File: config.mk
export PLATFORM = sky130hd
export DESIGN_NAME = barrel_shifter_pipe
export DESIGN_NICKNAME = d
export VERILOG_FILES = /design/src/rtl/shifter_pkg.sv /design/src/rtl/shift_stage.sv /design/src/rtl/barrel_shifter_pipe.sv
export SDC_FILE = /design/constraint.sdc
export NUM_CORES = 1
export LEC_CHECK = 0
export ABC_AREA = 1
export CAP_MARGIN = 20
export CORE_ASPECT_RATIO = 1.5
export CORE_MARGIN = 2
export CORE_UTILIZATION = 50
export CTS_CLUSTER_DIAMETER = 80
export CTS_CLUSTER_SIZE = 8
export DETAILED_ROUTE_END_ITERATION = 10
export PLACE_DENSITY = 0.71
export SYNTH_ARGS = -nofsm -noshare
export SYNTH_HDL_FRONTEND = slang
export SYNTH_SLANG_ARGS = --single-unit
File: constraint.sdc
create_clock -name clk -period 1.3 [get_ports clk]
set_input_delay 0.195 -clock clk [delete_from_list [all_inputs] [get_ports clk]]
set_output_delay 0.195 -clock clk [all_outputs]
set_load 0.01 [all_outputs]
File: src/rtl/shifter_pkg.sv
// Shared definitions for the pipelined barrel shifter.
//   mode_t : 2-bit shift mode (SLL, SRL, SRA, ROL), encoded as on in_mode.
package shifter_pkg;

  typedef enum logic [1:0] {
    MODE_SLL = 2'b00,
    MODE_SRL = 2'b01,
    MODE_SRA = 2'b10,
    MODE_ROL = 2'b11
  } mode_t;

endpackage

File: src/rtl/shift_stage.sv
// One pipeline stage of the barrel shifter: conditionally shifts by 2^STAGE
// (when bit STAGE of the carried amount is set) and registers the result.
//   clk, rst_n   : clock, asynchronous active-low reset
//   en           : advance enable (low = hold, bubbles included)
//   prev_*       : beat from the previous stage (or the input port)
//   valid/data/amt/mode : registered beat for the next stage
module shift_stage
  import shifter_pkg::*;
#(
  parameter int WIDTH = 16,
  parameter int SHW   = $clog2(WIDTH),
  parameter int STAGE = 0
) (
  input  logic             clk,
  input  logic             rst_n,
  input  logic             en,
  input  logic             prev_valid,
  input  logic [WIDTH-1:0] prev_data,
  input  logic [SHW-1:0]   prev_amt,
  input  mode_t            prev_mode,
  output logic             valid,
  output logic [WIDTH-1:0] data,
  output logic [SHW-1:0]   amt,
  output mode_t            mode
);

  localparam int S = 1 << STAGE;

  logic [WIDTH-1:0] shifted;
  logic [SHW-1:0]   amt_next;

  always_comb begin
    shifted = prev_data;
    if (prev_amt[STAGE]) begin
      case (prev_mode)
        MODE_SLL: shifted = prev_data << S;
        MODE_SRL: shifted = prev_data >> S;
        // MSB never changes across stages, so it is still the original sign
        MODE_SRA: shifted = {{S{prev_data[WIDTH-1]}}, prev_data[WIDTH-1:S]};
        MODE_ROL: shifted = {prev_data[WIDTH-1-S:0], prev_data[WIDTH-1:WIDTH-S]};
        default:  shifted = prev_data;
      endcase
    end
  end

  // Residual amount: the bit this stage consumed is cleared
  always_comb begin
    amt_next        = prev_amt;
    amt_next[STAGE] = 1'b0;
  end

  always_ff @(posedge clk or negedge rst_n) begin
    if (!rst_n) begin
      valid <= 1'b0;
      data  <= '0;
      amt   <= '0;
      mode  <= MODE_SLL;
    end else if (en) begin
      valid <= prev_valid;
      data  <= shifted;
      amt   <= amt_next;
      mode  <= prev_mode;
    end
  end

endmodule

File: src/rtl/barrel_shifter_pipe.sv
// Pipelined barrel shifter, one log2 shift stage per clock, valid/ready on
// both sides. Latency SHW cycles, throughput one beat per cycle.
//   clk, rst_n           : clock, asynchronous active-low reset
//   in_valid/in_ready    : input handshake
//   in_data/in_amt/in_mode : operand, shift amount, mode (SLL/SRL/SRA/ROL)
//   out_valid/out_ready  : output handshake
//   out_data             : shifted result (last-stage register)
//   out_zero             : out_data == 0 (consumer qualifies with out_valid)
module barrel_shifter_pipe
  import shifter_pkg::*;
#(
  parameter int WIDTH = 16,
  localparam int SHW  = $clog2(WIDTH)
) (
  input  logic             clk,
  input  logic             rst_n,
  input  logic             in_valid,
  output logic             in_ready,
  input  logic [WIDTH-1:0] in_data,
  input  logic [SHW-1:0]   in_amt,
  input  logic [1:0]       in_mode,
  output logic             out_valid,
  input  logic             out_ready,
  output logic [WIDTH-1:0] out_data,
  output logic             out_zero
);

  // Index 0 is the input port; index k+1 is the register of stage k
  logic [SHW:0]     v;
  logic [WIDTH-1:0] d [SHW+1];
  logic [SHW-1:0]   a [SHW+1];
  mode_t            m [SHW+1];
  logic             stall;

  assign v[0] = in_valid;
  assign d[0] = in_data;
  assign a[0] = in_amt;
  assign m[0] = mode_t'(in_mode);

  // Whole pipeline freezes on output backpressure; bubbles are kept
  assign stall    = v[SHW] & ~out_ready;
  assign in_ready = ~stall;

  for (genvar k = 0; k < SHW; k++) begin : g_stage
    shift_stage #(
      .WIDTH (WIDTH),
      .SHW   (SHW),
      .STAGE (k)
    ) u_stage (
      .clk        (clk),
      .rst_n      (rst_n),
      .en         (~stall),
      .prev_valid (v[k]),
      .prev_data  (d[k]),
      .prev_amt   (a[k]),
      .prev_mode  (m[k]),
      .valid      (v[k+1]),
      .data       (d[k+1]),
      .amt        (a[k+1]),
      .mode       (m[k+1])
    );
  end

  assign out_valid = v[SHW];
  assign out_data  = d[SHW];
  assign out_zero  = ~|d[SHW];

endmodule

==> impl_metrics.json <==
{
  "status": "finished with violations",
  "violations": "negative setup slack",
  "cap_violations": 0,
  "nets": 730,
  "worstMarginPinSlew_ns": 0.399,
  "clock-sinks": 80,
  "regToRegEndpoint": "g_stage[3].u_stage.data[4]",
  "crit_path_start": "g_stage[3].u_stage.data[11]",
  "fillers": 788,
  "wl_per_cell_um": 12.9,
  "cellPowerDensity_mw_per_mm2": 2320,
  "synth_warnings": 0,
  "crit_arrival_ns": 1.31,
  "fin_hold_ws_ns": 0.327,
  "final_common_cell": "nand2_1",
  "timing_worst_setup_path_type": "register to primary output",
  "die_y_um": 122,
  "grt_max_degree": 50,
  "final-setup-viol-count": 1,
  "wl_met3_um": 324,
  "required_ns": 1.11,
  "critPathMaxFanout": 2,
  "crit_path_end_kind": "primary output",
  "start_util": 0.519,
  "timing.final.crit_share": 1.16,
  "syn2layout_area_growth_pct": 22.3,
  "numPortBuffers": 44,
  "coreArea_sq_mm": 0.00888,
  "hold_path.class": "input pin to asynchronous set/reset pin",
  "drive_gt1_frac": 0.144,
  "r2r_setup_slack_ns": 0.08,
  "grt_pass1_wl_um": 17800,
  "antenna_cells": 0,
  "die_w_um": 82.4,
  "syn-num-nets": 671,
  "track_usage": 0.232,
  "regToRegStartpoint": "g_stage[3].u_stage.valid",
  "cts_max_level": 3,
  "multiInputGateArea_sq_mm": 0.00197,
  "ir_worst_vdd_uv": 1160,
  "p_leak_nw": 2.84,
  "fin_ws_ns": -0.203,
  "routed_wl_um": 10600,
  "dr.first_iter.drc_count": 246,
  "dp_hpwl_um": 8020,
  "syn_inst": 645,
  "overflow": 0,
  "syn_area_sq_mm": 0.00461,
  "wl_met2_um": 6080,
  "drtPass1Iterations": 4,
  "postLayoutCoreUtil": 0.635,
  "regArea_sq_mm": 0.00200,
  "insertion_delay_ns": 0.34,
  "skew_ns": 0.00509,
  "hold_violations": 0,
  "rsz0062_at_grt": "yes",
  "drc": 0,
  "yosys_register_bits": 80,
  "ant_nets": 0,
  "slew_headroom": 0.734,
  "vias": 4230,
  "ctsRootBufferMaster": "clkbuf_16",
  "critPathCapture": "out_zero",
  "crit_path_start_kind": "register",
  "yosysUniqueCellTypes": 22,
  "final_cell_mix": "nand2_1 (123), inv_1 (92), nand3_1 (90)",
  "grt_pass1_vias": 3933,
  "wl_met1_um": 3820,
  "path_clk_slew_ns": 0.05,
  "slew_violations": 0,
  "fin_crit_ns": 1.50,
  "clockBufferDepth": 2,
  "viasPerCell": 5.18,
  "fmax_mhz": 665,
  "gp_congestion": 0.962,
  "io_pins": 45,
  "cts_tree": "done",
  "ys_seq_area_frac": 0.435,
  "dieArea_sq_mm": 0.0100,
  "antenna_found_initial": 0,
  "cts_made_buffers": 9,
  "avgSynthCellArea_sq_um": 7.14,
  "rows": 42,
  "highest_layer": "met4",
  "r2r.worst_path.cells": 7
}
[stage by stage]
stage	setup WS, ns	instances	total power [mW]	TNS (ns)	cell area (sq um)
2_1_floorplan	0.0917	645	8.69	0	4610
3_3_place_gp	-0.271	800	10.6	-11.43	5330
3_5_place_dp	-0.270	800	10.8	-13.47	5330
4_1_cts	-0.177	815	12.9	-0.177	5580
5_1_grt	-0.354	817	14.2	-0.354	5640
6_report	-0.203	817	13.1	-0.203	5640
[layer usage]
layer / up-vias / track usage
met1: 1915 / 0.238
met4: 0 / 0.114
met3: 29 / 0.0356
met5: - / 0
li1: 2169 / -
met2: 117 / 0.440
[cell type report]
cell class                      instances  share of cell area
Clock inverter                          1            0.000888
Timing Repair Buffer                   99               0.161
Multi-Input combinational cell        417               0.349
Tap cell                              110              0.0244
Sequential cell                        80               0.355
Inverter                               97              0.0653
Clock buffer                           13              0.0444
[power by group]
part | leakage [nW] | switching [mW] | internal (mW) | total [mW]
combinational | 1.78 | 3.66 | 2.72 | 6.38
sequential | 0.939 | 0.820 | 3.66 | 4.48
clock | 0.126 | 0.886 | 1.32 | 2.21
total | 2.84 | 5.37 | 7.69 | 13.1
[cell usage after synthesis]
cell type / number / area share
nand3_1: 90 / 0.098
nor3_1: 2 / 0.0022
buf_4: 16 / 0.026
nand2_1: 123 / 0.10
o21ai_1: 8 / 0.0087
clkbuf_1: 11 / 0.0090
a31oi_1: 8 / 0.011
a21oi_1: 46 / 0.050
inv_2: 2 / 0.0016
nand2_2: 5 / 0.0068
dfrtp_1: 80 / 0.43
clkinv_1: 2 / 0.0016
nand4_1: 1 / 0.0014
a21oi_2: 8 / 0.015
buf_6: 5 / 0.012
inv_1: 93 / 0.076
o21ai_0: 64 / 0.070
buf_2: 15 / 0.016
nor2_4: 1 / 0.0024
nand2_4: 3 / 0.0073
buf_1: 4 / 0.0033
nor2_1: 58 / 0.047
[timing repair]
item,4_1_cts,5_1_grt
endpoints found under the setup margin,21,40
hold buffers,1,0
buffers inserted,0,1
pin swaps,3,1
resized for setup,45,23
gates cloned,0,1
endpoints found under the hold margin,26,0
[cell families (layout without fill, tap and decap cells)]
group / count (synthesis) / in the layout / share of synthesized area
and+or+nand+nor: 283 / 283 / 0.265
DFF: 80 / 80 / 0.435
AOI/OAI and AO/OA: 134 / 134 / 0.154
buffers and inverters: 148 / 210 / 0.146
[sequential cells by signal, indices dropped and copies added (netlist names)]
signal                 count
g_stage.u_stage.amt        6
g_stage.u_stage.data      64
g_stage.u_stage.mode       6
g_stage.u_stage.valid      4
[worst min-delay path by stage]
stage	end	slack [ns]	startpoint
floorplan	g_stage[0].u_stage.amt[1]	-0.10	rst_n
detailed placement	g_stage[3].u_stage.data[11]	0.15	rst_n
finish	g_stage[1].u_stage.amt[3]	0.33	rst_n
global route	g_stage[1].u_stage.amt[3]	0.37	rst_n
CTS	g_stage[3].u_stage.data[11]	0.34	rst_n
global placement	g_stage[3].u_stage.data[3]	0.15	rst_n
[critical path: stages, from the launching register on]
cell and delay (ns):
dfrtp_1 0.39, nor2_2 0.16, nand4_1 0.14, nor3_1 0.13
buf_2 0.15
No activity file was read; power rests on OpenSTA's default activity.
